## config.mk

```make
export PLATFORM = sky130hd
export DESIGN_NAME = task_dispatcher_flat
export DESIGN_NICKNAME = d
export VERILOG_FILES = /design/src/rtl/task_dispatcher_if.sv /design/src/rtl/task_dispatcher.sv /design/src/flat_wrapper.sv
export SDC_FILE = /design/constraint.sdc
export NUM_CORES = 1
export LEC_CHECK = 0
export ABC_AREA = 1
export CAP_MARGIN = 20
export CORE_MARGIN = 2
export CORE_UTILIZATION = 50
export CTS_CLUSTER_SIZE = 30
export DETAILED_ROUTE_END_ITERATION = 7
export PLACE_DENSITY = 0.82
export SLEW_MARGIN = 10
export SYNTH_ARGS = -nofsm -noshare
export SYNTH_HDL_FRONTEND = slang
export SYNTH_SLANG_ARGS = --single-unit
```

## constraint.sdc

```tcl
create_clock -name clk -period 7.2 [get_ports clk]
set_clock_uncertainty 0.15 [all_clocks]
set_input_delay 1.44 -clock clk [delete_from_list [all_inputs] [get_ports clk]]
set_output_delay 1.44 -clock clk [all_outputs]
set_load 0.03 [all_outputs]
```

## src/rtl/task_dispatcher_if.sv

```systemverilog
// AXI-lite style control port used by task_dispatcher (single-beat, no strobes).
interface if_axi_light #(
  parameter int ADDR_W = 32,
  parameter int DATA_W = 32
);
  logic [ADDR_W-1:0] awaddr;
  logic              awvalid;
  logic              awready;
  logic [DATA_W-1:0] wdata;
  logic              wvalid;
  logic              wready;
  logic [1:0]        bresp;
  logic              bvalid;
  logic              bready;
  logic [ADDR_W-1:0] araddr;
  logic              arvalid;
  logic              arready;
  logic [DATA_W-1:0] rdata;
  logic [1:0]        rresp;
  logic              rvalid;
  logic              rready;

  modport master (
    output awaddr, awvalid, wdata, wvalid, bready, araddr, arvalid, rready,
    input  awready, wready, bresp, bvalid, arready, rdata, rresp, rvalid
  );

  modport slave (
    input  awaddr, awvalid, wdata, wvalid, bready, araddr, arvalid, rready,
    output awready, wready, bresp, bvalid, arready, rdata, rresp, rvalid
  );
endinterface

```

## src/rtl/task_dispatcher.sv

```systemverilog
// Task FIFO plus round-robin dispatch into per-node mailboxes, polled/released over AXI-lite.
// Optional tasks_done counter at node index 31 when TASK_DISPATCHER_STATS_EN is defined.
module task_dispatcher #(
  parameter int NODES          = 4,
  parameter int FIFO_DEPTH     = 8,
  parameter int AXI_ADDR_WIDTH = 32,
  parameter int AXI_DATA_WIDTH = 32
) (
  input  logic                          clk,
  input  logic                          res,
  input  logic                          task_valid,
  input  logic [AXI_DATA_WIDTH-1:0]     task_addr,
  output logic                          task_ready,
  if_axi_light.slave                    s_axi,
  output logic [NODES-1:0]              node_busy,
  output logic [$clog2(FIFO_DEPTH):0]   fifo_count,
  output logic                          err_zero
);
  localparam int PW = $clog2(FIFO_DEPTH);
  localparam logic [1:0] RESP_OKAY   = 2'b00;
  localparam logic [1:0] RESP_SLVERR = 2'b10;

  logic [AXI_DATA_WIDTH-1:0] r_fifo [FIFO_DEPTH];
  logic [PW-1:0]             r_wr_ptr, r_rd_ptr;
  logic [PW:0]               r_count;
  logic                      r_task_ready;
  logic                      r_err_zero;
  logic [AXI_DATA_WIDTH-1:0] r_mbox [NODES];
  logic [4:0]                r_rr_ptr;

  logic                      w_push, w_enq, w_disp, w_found;
  logic [4:0]                w_disp_idx;
  logic [AXI_DATA_WIDTH-1:0] w_head;
  logic [PW:0]               w_count_next;
  int                        w_n;
  logic [AXI_DATA_WIDTH-1:0] w_stats_val;

`ifdef TASK_DISPATCHER_STATS_EN
  localparam bit STATS = 1'b1;
`else
  localparam bit STATS = 1'b0;
`endif

  assign task_ready = r_task_ready;
  assign fifo_count = r_count;
  assign err_zero   = r_err_zero;

  generate
    for (genvar gi = 0; gi < NODES; gi++) begin : g_busy
      assign node_busy[gi] = |r_mbox[gi];
    end
  endgenerate

  // ---------------- FIFO ----------------
  assign w_push       = task_valid && r_task_ready;
  assign w_enq        = w_push && (|task_addr);
  assign w_head       = r_fifo[r_rd_ptr];
  assign w_count_next = r_count + {{PW{1'b0}}, w_enq} - {{PW{1'b0}}, w_disp};

  always_ff @(posedge clk) begin
    if (w_enq) r_fifo[r_wr_ptr] <= task_addr;
  end

  always_ff @(posedge clk) begin
    if (res) begin
      r_wr_ptr     <= '0;
      r_rd_ptr     <= '0;
      r_count      <= '0;
      r_task_ready <= 1'b1;
      r_err_zero   <= 1'b0;
    end else begin
      if (w_enq)  r_wr_ptr <= r_wr_ptr + 1'b1;
      if (w_disp) r_rd_ptr <= r_rd_ptr + 1'b1;
      r_count      <= w_count_next;
      r_task_ready <= (w_count_next != (PW+1)'(FIFO_DEPTH));
      if (w_push && !(|task_addr)) r_err_zero <= 1'b1;
    end
  end

  // First idle node at or after rr_ptr, wrapping; mailbox state is pre-write.
  always_comb begin
    w_found    = 1'b0;
    w_disp_idx = '0;
    w_n        = 0;
    for (int k = 0; k < NODES; k++) begin
      w_n = int'(r_rr_ptr) + k;
      if (w_n >= NODES) w_n = w_n - NODES;
      if (!w_found && r_mbox[w_n] == '0) begin
        w_found    = 1'b1;
        w_disp_idx = 5'(w_n);
      end
    end
  end

  assign w_disp = w_found && (r_count != '0);

  // ---------------- address decode ----------------
  logic [4:0] w_ar_idx, w_aw_idx;
  logic       w_ar_err, w_aw_err;

  assign w_ar_idx = s_axi.araddr[6:2];
  assign w_aw_idx = s_axi.awaddr[6:2];
  assign w_ar_err = !(s_axi.araddr[AXI_ADDR_WIDTH-1] && s_axi.araddr[7]) ||
                    ((int'(w_ar_idx) >= NODES) && !(STATS && w_ar_idx == 5'd31));
  assign w_aw_err = !(s_axi.awaddr[AXI_ADDR_WIDTH-1] && s_axi.awaddr[7]) ||
                    ((int'(w_aw_idx) >= NODES) && !(STATS && w_aw_idx == 5'd31));

  logic [AXI_DATA_WIDTH-1:0] w_ar_data;
  always_comb begin
    w_ar_data = '0;
    for (int n = 0; n < NODES; n++) begin
      if (w_ar_idx == 5'(n)) w_ar_data = r_mbox[n];
    end
    if (STATS && w_ar_idx == 5'd31) w_ar_data = w_stats_val;
  end

  // ---------------- read FSM ----------------
  typedef enum logic {R_IDLE, R_RESP} rstate_t;
  rstate_t                   r_rstate;
  logic                      r_arready, r_rvalid;
  logic [AXI_DATA_WIDTH-1:0] r_rdata;
  logic [1:0]                r_rresp;

  assign s_axi.arready = r_arready;
  assign s_axi.rvalid  = r_rvalid;
  assign s_axi.rdata   = r_rdata;
  assign s_axi.rresp   = r_rresp;

  always_ff @(posedge clk) begin
    if (res) begin
      r_rstate  <= R_IDLE;
      r_arready <= 1'b1;
      r_rvalid  <= 1'b0;
      r_rdata   <= '0;
      r_rresp   <= RESP_OKAY;
    end else begin
      case (r_rstate)
        R_IDLE: if (s_axi.arvalid) begin
          r_rstate  <= R_RESP;
          r_arready <= 1'b0;
          r_rvalid  <= 1'b1;
          r_rdata   <= w_ar_err ? '0 : w_ar_data;
          r_rresp   <= w_ar_err ? RESP_SLVERR : RESP_OKAY;
        end
        R_RESP: if (s_axi.rready) begin
          r_rstate  <= R_IDLE;
          r_arready <= 1'b1;
          r_rvalid  <= 1'b0;
        end
        default: r_rstate <= R_IDLE;
      endcase
    end
  end

  // ---------------- write FSM ----------------
  typedef enum logic {W_IDLE, W_RESP} wstate_t;
  wstate_t    r_wstate;
  logic       r_awready, r_wready, r_bvalid;
  logic [1:0] r_bresp;
  logic       r_aw_done, r_w_done, r_aw_err;
  logic [4:0] r_aw_idx;

  logic       w_aw_fire, w_w_fire, w_wr_do, w_wr_err, w_wr_nz, w_rel;
  logic [4:0] w_wr_idx;

  assign s_axi.awready = r_awready;
  assign s_axi.wready  = r_wready;
  assign s_axi.bvalid  = r_bvalid;
  assign s_axi.bresp   = r_bresp;

  assign w_aw_fire = r_awready && s_axi.awvalid;
  assign w_w_fire  = r_wready && s_axi.wvalid;
  assign w_wr_do   = (r_wstate == W_IDLE) && (r_aw_done || w_aw_fire) && (r_w_done || w_w_fire);
  assign w_wr_idx  = r_aw_done ? r_aw_idx : w_aw_idx;
  assign w_wr_err  = r_aw_done ? r_aw_err : w_aw_err;

  always_comb begin
    w_wr_nz = 1'b0;
    for (int n = 0; n < NODES; n++) begin
      if (w_wr_idx == 5'(n)) w_wr_nz = |r_mbox[n];
    end
  end

  // Writes to an idle mailbox are spurious and leave all state untouched.
  assign w_rel = w_wr_do && !w_wr_err && (int'(w_wr_idx) < NODES) && w_wr_nz;

  always_ff @(posedge clk) begin
    if (res) begin
      r_wstate  <= W_IDLE;
      r_awready <= 1'b1;
      r_wready  <= 1'b1;
      r_bvalid  <= 1'b0;
      r_bresp   <= RESP_OKAY;
      r_aw_done <= 1'b0;
      r_w_done  <= 1'b0;
      r_aw_err  <= 1'b0;
      r_aw_idx  <= '0;
    end else begin
      case (r_wstate)
        W_IDLE: begin
          if (w_aw_fire) begin
            r_aw_done <= 1'b1;
            r_aw_idx  <= w_aw_idx;
            r_aw_err  <= w_aw_err;
            r_awready <= 1'b0;
          end
          if (w_w_fire) begin
            r_w_done <= 1'b1;
            r_wready <= 1'b0;
          end
          if (w_wr_do) begin
            r_wstate  <= W_RESP;
            r_bvalid  <= 1'b1;
            r_bresp   <= w_wr_err ? RESP_SLVERR : RESP_OKAY;
            r_aw_done <= 1'b0;
            r_w_done  <= 1'b0;
            r_awready <= 1'b0;
            r_wready  <= 1'b0;
          end
        end
        W_RESP: if (s_axi.bready) begin
          r_wstate  <= W_IDLE;
          r_bvalid  <= 1'b0;
          r_awready <= 1'b1;
          r_wready  <= 1'b1;
        end
        default: r_wstate <= W_IDLE;
      endcase
    end
  end

  // Dispatch only targets idle mailboxes and release only busy ones, so they never collide.
  always_ff @(posedge clk) begin
    if (res) begin
      for (int n = 0; n < NODES; n++) r_mbox[n] <= '0;
      r_rr_ptr <= '0;
    end else begin
      for (int n = 0; n < NODES; n++) begin
        if (w_disp && w_disp_idx == 5'(n))     r_mbox[n] <= w_head;
        else if (w_rel && w_wr_idx == 5'(n))   r_mbox[n] <= '0;
      end
      if (w_disp) r_rr_ptr <= (int'(w_disp_idx) == NODES - 1) ? 5'd0 : w_disp_idx + 5'd1;
    end
  end

`ifdef TASK_DISPATCHER_STATS_EN
  logic [31:0] r_tasks_done;
  logic        w_stat_clr;

  assign w_stat_clr  = w_wr_do && !w_wr_err && (w_wr_idx == 5'd31);
  assign w_stats_val = AXI_DATA_WIDTH'(r_tasks_done);

  always_ff @(posedge clk) begin
    if (res) begin
      r_tasks_done <= '0;
    end else begin
      if (w_stat_clr)  r_tasks_done <= '0;
      else if (w_rel)  r_tasks_done <= r_tasks_done + 32'd1;
      if (w_disp) $display("dispatch node %0d addr 0x%0h", w_disp_idx, w_head);
      if (w_rel)  $display("release  node %0d", w_wr_idx);
    end
  end
`else
  assign w_stats_val = '0;
`endif

endmodule

```

## src/flat_wrapper.sv

```systemverilog
// flat-port wrapper written by rule: the top's interface ports become plain ports
module task_dispatcher_flat 
#(
  parameter int NODES          = 4,
  parameter int FIFO_DEPTH     = 8,
  parameter int AXI_ADDR_WIDTH = 32,
  parameter int AXI_DATA_WIDTH = 32
)
  (clk, res, task_valid, task_addr, task_ready, node_busy, fifo_count, err_zero, s_axi_awaddr, s_axi_awvalid, s_axi_wdata, s_axi_wvalid, s_axi_bready, s_axi_araddr, s_axi_arvalid, s_axi_rready, s_axi_awready, s_axi_wready, s_axi_bresp, s_axi_bvalid, s_axi_arready, s_axi_rdata, s_axi_rresp, s_axi_rvalid);
  if_axi_light #(.ADDR_W(32), .DATA_W(32)) s_axi_i ();
  input  logic clk;
  input  logic res;
  input  logic task_valid;
  input  logic [AXI_DATA_WIDTH-1:0] task_addr;
  output logic task_ready;
  output logic [NODES-1:0] node_busy;
  output logic [$clog2(FIFO_DEPTH):0] fifo_count;
  output logic err_zero;
  input wire logic [$bits(s_axi_i.awaddr)-1:0] s_axi_awaddr;
  input wire logic [$bits(s_axi_i.awvalid)-1:0] s_axi_awvalid;
  input wire logic [$bits(s_axi_i.wdata)-1:0] s_axi_wdata;
  input wire logic [$bits(s_axi_i.wvalid)-1:0] s_axi_wvalid;
  input wire logic [$bits(s_axi_i.bready)-1:0] s_axi_bready;
  input wire logic [$bits(s_axi_i.araddr)-1:0] s_axi_araddr;
  input wire logic [$bits(s_axi_i.arvalid)-1:0] s_axi_arvalid;
  input wire logic [$bits(s_axi_i.rready)-1:0] s_axi_rready;
  output wire logic [$bits(s_axi_i.awready)-1:0] s_axi_awready;
  output wire logic [$bits(s_axi_i.wready)-1:0] s_axi_wready;
  output wire logic [$bits(s_axi_i.bresp)-1:0] s_axi_bresp;
  output wire logic [$bits(s_axi_i.bvalid)-1:0] s_axi_bvalid;
  output wire logic [$bits(s_axi_i.arready)-1:0] s_axi_arready;
  output wire logic [$bits(s_axi_i.rdata)-1:0] s_axi_rdata;
  output wire logic [$bits(s_axi_i.rresp)-1:0] s_axi_rresp;
  output wire logic [$bits(s_axi_i.rvalid)-1:0] s_axi_rvalid;
  assign s_axi_i.awaddr = s_axi_awaddr;
  assign s_axi_i.awvalid = s_axi_awvalid;
  assign s_axi_i.wdata = s_axi_wdata;
  assign s_axi_i.wvalid = s_axi_wvalid;
  assign s_axi_i.bready = s_axi_bready;
  assign s_axi_i.araddr = s_axi_araddr;
  assign s_axi_i.arvalid = s_axi_arvalid;
  assign s_axi_i.rready = s_axi_rready;
  assign s_axi_awready = s_axi_i.awready;
  assign s_axi_wready = s_axi_i.wready;
  assign s_axi_bresp = s_axi_i.bresp;
  assign s_axi_bvalid = s_axi_i.bvalid;
  assign s_axi_arready = s_axi_i.arready;
  assign s_axi_rdata = s_axi_i.rdata;
  assign s_axi_rresp = s_axi_i.rresp;
  assign s_axi_rvalid = s_axi_i.rvalid;
  task_dispatcher #(.NODES(NODES), .FIFO_DEPTH(FIFO_DEPTH), .AXI_ADDR_WIDTH(AXI_ADDR_WIDTH), .AXI_DATA_WIDTH(AXI_DATA_WIDTH)) u_core (.clk(clk), .res(res), .task_valid(task_valid), .task_addr(task_addr), .task_ready(task_ready), .s_axi(s_axi_i), .node_busy(node_busy), .fifo_count(fifo_count), .err_zero(err_zero));
endmodule
```

* Yosys cells after proc, flatten, opt, wreduce, memory -nomap -nowiden
Memories as Yosys holds them, arrays and structs flattened. A register that Yosys moved wholly into a read port is not among the register bits. Cells that the tools add are included.
Word-level totals: register bits 68, bits in writable memories 384, output and inout bits 51, word-level logic and storage cells 221, memories kept 2
Operators by class: $add $sub $neg 12, $lt $le $gt $ge 7, equal/unequal tests 17, multiplexer cells 94, bitwise gates (word level) 10, reductions and logical operators 59
Memory list:
- u_core.r_fifo | words 8, width 32, rd ports 1, clocked after Yosys merged registers in 1, write ports 1, line task_dispatcher.sv:23 | logic [AXI_DATA_WIDTH-1:0] r_fifo [FIFO_DEPTH];
- u_core.r_mbox | words 4, width 32, rd ports 8, clocked after Yosys merged registers in 0, write ports 4, line task_dispatcher.sv:28 | logic [AXI_DATA_WIDTH-1:0] r_mbox [NODES];
Operators by type and width (number):
- $mux W32 | 13
- $reduce_or A32 Y1 | 5
- $logic_not A32 Y1 | 4
- $mux W1 | 60
- $mux W5 | 10
- $eq A5 B2 Y1 const B | 6
- $logic_and A1 B1 Y1 | 24
- $ge A6 B3 Y1 const B | 3
- $reduce_and A2 Y1 | 9
- $eq A5 B1 Y1 const B | 3
- $ge A5 B3 Y1 const B | 3
- $logic_not A5 Y1 | 3
- $sub A5 B4 Y5 const B | 3
- $pmux W1 S2 | 7
- $add A5 B2 Y6 const B | 2
- $or A1 B1 Y1 | 8
- $logic_not A1 Y1 | 7
- $add A3 B1 Y3 const B | 2
- $add A5 B1 Y6 const B | 1
- $mux W3 | 2
- $ne A2 B2 Y1 const B | 3
- $ne A3 B1 Y1 const B | 2
- $add A5 B1 Y5 const B | 1
- $eq A5 B3 Y1 const B | 1
- 11 further kinds | 17

* Logic depth before layout (Yosys ltp)
An unclocked memory read counts as a cell.
depth in word-level cells 21, mapped depth 25, depth with buffers taken out 24

* Least setup slack after synthesis
No wires, ideal clock.
path type register to register, start reg u_core.r_rr_ptr[1], end mem u_core.r_mbox[3][0] (enable), setup time 431 ps, arrival 4146 ps, data required time 6619 ps, slack 2473 ps, cell stages (with the launch flop) 20, buffers on the path 2, cell sequence dfxtp_1 inv_1 buf_2 ha_1 buf_2 inv_1 nor2_1 nand3_1 nand2_1 nand3_1 nor2_4 nor2_4 nand3_1 nand2_1 nand2_1 nand2_1 inv_1 ha_1 nand3_1 o211ai_1
RTL lines:
- from (decl) | line task_dispatcher.sv:29 | logic [4:0] r_rr_ptr;
- from (signal assigned) | line task_dispatcher.sv:242 | if (w_disp) r_rr_ptr <= (int'(w_disp_idx) == NODES - 1) ? 5'd0 : w_disp_idx + 5'd1;
- to (decl) | line task_dispatcher.sv:28

* Worst setup path in the final report
start reg u_core.r_rr_ptr[1], end reg u_core.r_task_ready (netlist: u_core.task_ready)
On the way: longest elaborated chain between the ends 17, elaborated cells between the ends (all ways) 33, those cells by class add/sub: 8; order compare: 4; eq/ne: 1; mux: 8; reduce/logical: 11; memory: 1
Ends and longest elaborated chain:
- branches (longest 2 deep; another with $add A5 B1 Y6)
- $mem_v2 Z4 W32 *
- $logic_not A32 Y1 | line task_dispatcher.sv:88 | if (!w_found && r_mbox[w_n] == '0) begin
- $mux W1 | line task_dispatcher.sv:88
- $logic_not A1 Y1 | line task_dispatcher.sv:88
- $logic_and A1 B1 Y1 | line task_dispatcher.sv:88
- $mux W1 | line task_dispatcher.sv:88
- $logic_not A1 Y1 | line task_dispatcher.sv:88
- $logic_and A1 B1 Y1 | line task_dispatcher.sv:88
- $mux W1 | line task_dispatcher.sv:88
- $logic_not A1 Y1 | line task_dispatcher.sv:88
- $logic_and A1 B1 Y1 | line task_dispatcher.sv:88
- $mux W1 * | line task_dispatcher.sv:88
- $logic_and A1 B1 Y1 * | line task_dispatcher.sv:95 | assign w_disp = w_found && (r_count != '0);
- $sub A4 B1 Y4 * | line task_dispatcher.sv:58 | assign w_count_next = r_count + {{PW{1'b0}}, w_enq} - {{PW{1'b0}}, w_disp};
- $ne A4 B4 Y1 * | line task_dispatcher.sv:75 | r_task_ready <= (w_count_next != (PW+1)'(FIFO_DEPTH));
- to (signal assigned) | line task_dispatcher.sv:75
- to (decl) | line task_dispatcher.sv:26 | logic r_task_ready;
Every way passes the cells marked *. A chain may end at the register's enable or synchronous reset.

==> flow_metrics.py <==
metrics = {
    "floorplan": {
        "die_h_um": 209,
        "core_mm2": 0.0417,
        "die_x_um": 209,
        "pin_count": 187,
        "die-area_mm2": 0.0436,
        "start_util": 0.504,
        "row_count": 75,
    },
    "yosys": {
        "avgSynthCellArea_um2": 10.1,
        "synth-async-reset-ratio": 0,
        "synth-seq-area-share": 0.615,
        "yosys.area_share.xor_xnor": 0.00542,
        "synthMuxAreaShare": 0.0157,
        "yosysMostFrequentCell": "nor2_1",
        "synth_compound_gate_area_share": 0.109,
        "synthesis.area_mm2": 0.0210,
        "synth_top_family_by_area": "simple AND/OR/NAND/NOR gates",
        "yosysTopAreaCell": "edfxtp_1",
        "synthSimpleGateAreaFrac": 0.186,
        "ys_warn_count": 0,
        "synthAdderAreaFrac": 0.0165,
        "synth_top_area_share": 0.549,
        "synthTopCellsByCount": "nor2_1, edfxtp_1, nand2_1, o21ai_0, inv_1",
        "synth-edff-count": 384,
        "synth_ff_type": "edfxtp_1",
        "synth_seq_cells": 453,
        "synth_cells": 2088,
        "yosys-top-cells-area": "edfxtp_1, nor2_1, dfxtp_1",
        "synth_cell_types": 48,
    },
    "global_routing": {
        "grt.total_usage": 0.251,
        "gr-total-overflow": 0,
        "grt_pass1_wl_um": 85500,
        "grt_pass1_vias": 15700,
        "grt_max_degree": 111,
        "antenna_found_initial": 1,
    },
    "setup_path": {
        "rrSetupSlack_ns": 2.11,
        "required_ns": 7.51,
        "cp.arrival_ns": 5.40,
        "reg2regPathDepth": 20,
        "crit_start": "u_core.r_rr_ptr[1]$_SDFFE_PP0P_",
        "rr_endpoint": "u_core.task_ready$_SDFF_PP1_",
        "end_kind": "flip-flop",
        "rr_startpoint": "u_core.r_rr_ptr[1]$_SDFFE_PP0P_",
        "crit_type": "reg -> reg",
        "endpoint": "u_core.task_ready$_SDFF_PP1_",
        "worst_setup_path_start_kind": "flip-flop",
        "worstPathMaxFanout": 19,
    },
    "clock_tree": {
        "clk_path_buf_depth": 3,
        "numCtsBuffers": 46,
        "clkLatencyLatePin_ns": 0.60,
        "cts_root_buffer": "clkbuf_16",
        "path_clk_slew_ns": 0.06,
        "post_cts_resized": 0,
        "cts_max_level": 2,
        "cts_sinks": 453,
        "hold_buffers": 0,
        "cts_setup_buffers": 0,
        "cts_tree": "yes",
    },
    "detailed_routing": {
        "wl_per_cell_um": 20.2,
        "drt_iter0_drc": 1954,
        "antenna_left": 0,
        "viasPerCell": 5.91,
        "vias": 16200,
        "wl_um": 55300,
        "dr.pass1.iters": 6,
        "drc": 0,
    },
    "worst_hold_path": {
        "min_path_type": "reg -> reg",
        "whs_path_depth": 2,
    },
    "job": {
        "maxCapViolCount": 0,
    },
    "power": {
        "p_per_area_mw_per_mm2": 252,
        "peakVddDrop_uv": 154,
        "p_leak_nw": 8.85,
    },
    "timing": {
        "fmax_ghz": 0.196,
        "worst_pin_slew_ns": 1.10,
        "whs_ns": 0.300,
        "setup_viol": 0,
        "fin_setup_tns_ns": 0,
        "hold_viol": 0,
        "slew_viol_final": 0,
        "max_slew_margin": 0.262,
        "fin_crit_sh": 0.707,
        "period_minus_slack_ns": 5.09,
        "rsz0062_at_grt": "false",
    },
    "place": {
        "routabilityCongestion": 0.969,
        "port_buffers": 102,
        "dp_hpwl_um": 34400,
    },
    "final_layout": {
        "nets": 2319,
        "area_growth_syn_to_layout_pct": 14.6,
        "drive_gt1_frac": 0.0634,
        "n_antenna_cell": 0,
    },
    "outcome": {
        "status": "finished clean",
    },
}
==> cell type report <==
class | instances | area [µm²]
clock buffers | 55 | 1200
multi-input cells | 1390 | 7070
repair buffers | 128 | 1260
flip-flops and latches | 453 | 12900
well taps | 539 | 674
inverters | 137 | 514
clock inverters | 30 | 412
fillers | 3413 | 17600
==> sequential cells by signal, summed over array words and instances (netlist names), 3 cells and up, named ones only <==
register,cells
u_core.r_wr_ptr,3
u_core.s_axi.rdata,32
u_core.fifo_count,4
u_core.r_fifo,256
u_core.r_rd_ptr,3
u_core.r_aw_idx,5
u_core.r_mbox,128
u_core.r_rr_ptr,5
==> placed cells by master (no fill, tap or decap), types with 9 or more instances in the layout <==
cell	Yosys	final
nand3_1	95	95
inv_1	130	130
nand4_1	27	27
clkdlybuf4s50_1	0	101
nor2_4	3	12
mux2i_1	33	33
clkinv_1	2	9
ha_1	26	26
nor3_1	10	10
dfxtp_1	69	65
nor2_1	446	437
xor2_1	11	11
o21ai_0	191	191
edfxtp_1	384	384
o211ai_1	35	35
clkbuf_16	0	46
o32ai_1	32	32
o221ai_1	47	47
nand2_1	323	322
bufinv_16	0	9
a21oi_1	53	53
buf_4	2	23
nor4_1	11	11
==> cells by family (layout without fill, tap and decap cells) <==
group	Yosys count	in the layout
xor gates and xnor gates	13	13
adders and majority gates	27	27
DFF	453	453
buffers and inverters	246	350
other	1	2
muxes	33	33
and+or+nand+nor	940	940
AOI/OAI and AO/OA	375	375
==> critical path, cell delays in order (launching register included) <==
cell	delay, ns
dfxtp_1	0.30
buf_4	0.27
inv_1	0.36
ha_1	0.66
inv_1	0.23
nor2_1	0.19
nand3_1	0.10
nand2_1	0.11
nand3_1	0.13
nor2_4	0.24
nor2_4	0.12
nand3_1	0.12
nand2_1	0.25
inv_1	0.38
ha_1	0.30
inv_1	0.06
ha_1	0.15
inv_1	0.06
fa_1	0.41
xor2_1	0.22
nand4_1	0.13
==> worst min path at each step <==
| stage | slack, ns | to | start |
|---|---|---|---|
| final | 0.30 | u_core.s_axi.arready$_SDFFE_PP1P_ | u_core.s_axi.arready$_SDFFE_PP1P_ |
| after CTS | 0.30 | u_core.s_axi.arready$_SDFFE_PP1P_ | u_core.s_axi.arready$_SDFFE_PP1P_ |
| after global placement | 0.28 | u_core.s_axi.arready$_SDFFE_PP1P_ | u_core.s_axi.arready$_SDFFE_PP1P_ |
| after detailed placement | 0.29 | u_core.s_axi.arready$_SDFFE_PP1P_ | u_core.s_axi.arready$_SDFFE_PP1P_ |
| after global routing | 0.33 | u_core.s_axi.arready$_SDFFE_PP1P_ | u_core.s_axi.arready$_SDFFE_PP1P_ |
| after floorplan | 0.28 | flip-flop | u_core.r_rd_ptr[2]$_SDFFE_PP0P_ |
==> per-layer routing <==
layer / vias up / global-route usage / wire length [µm] / part of all wire
met5: - / 0 / 12 / 0.00022
met4: 2 / 0.113 / 2070 / 0.037
met3: 140 / 0.0392 / 5200 / 0.094
met2: 905 / 0.412 / 26300 / 0.48
met1: 7684 / 0.332 / 21800 / 0.39
li1: 7426 / - / - / -
==> metrics by stage <==
step	power [W]	cell area [µm²]	cells	utilization	setup slack, ns
6_report	0.00607	24100	2732	0.577	2.11
5_1_grt	0.00626	24100	2732	0.577	1.83
4_1_cts	0.00609	24000	2730	0.576	2.24
3_5_place_dp	0.00357	22400	2645	0.537	2.26
3_3_place_gp	0.00354	22400	2645	0.537	2.36
2_1_floorplan	0.00334	21000	2089	-	2.47
==> power breakdown <==
group	internal [W]	total [W]	leakage (nW)	switching [W]
clock	0.00153	0.00255	0.787	0.00102
combinational	0.000142	0.000488	3.85	0.000345
sequential	0.00298	0.00304	4.21	0.0000552
total	0.00465	0.00607	8.85	0.00142
Note: power is estimated with default switching activity, not from simulation.
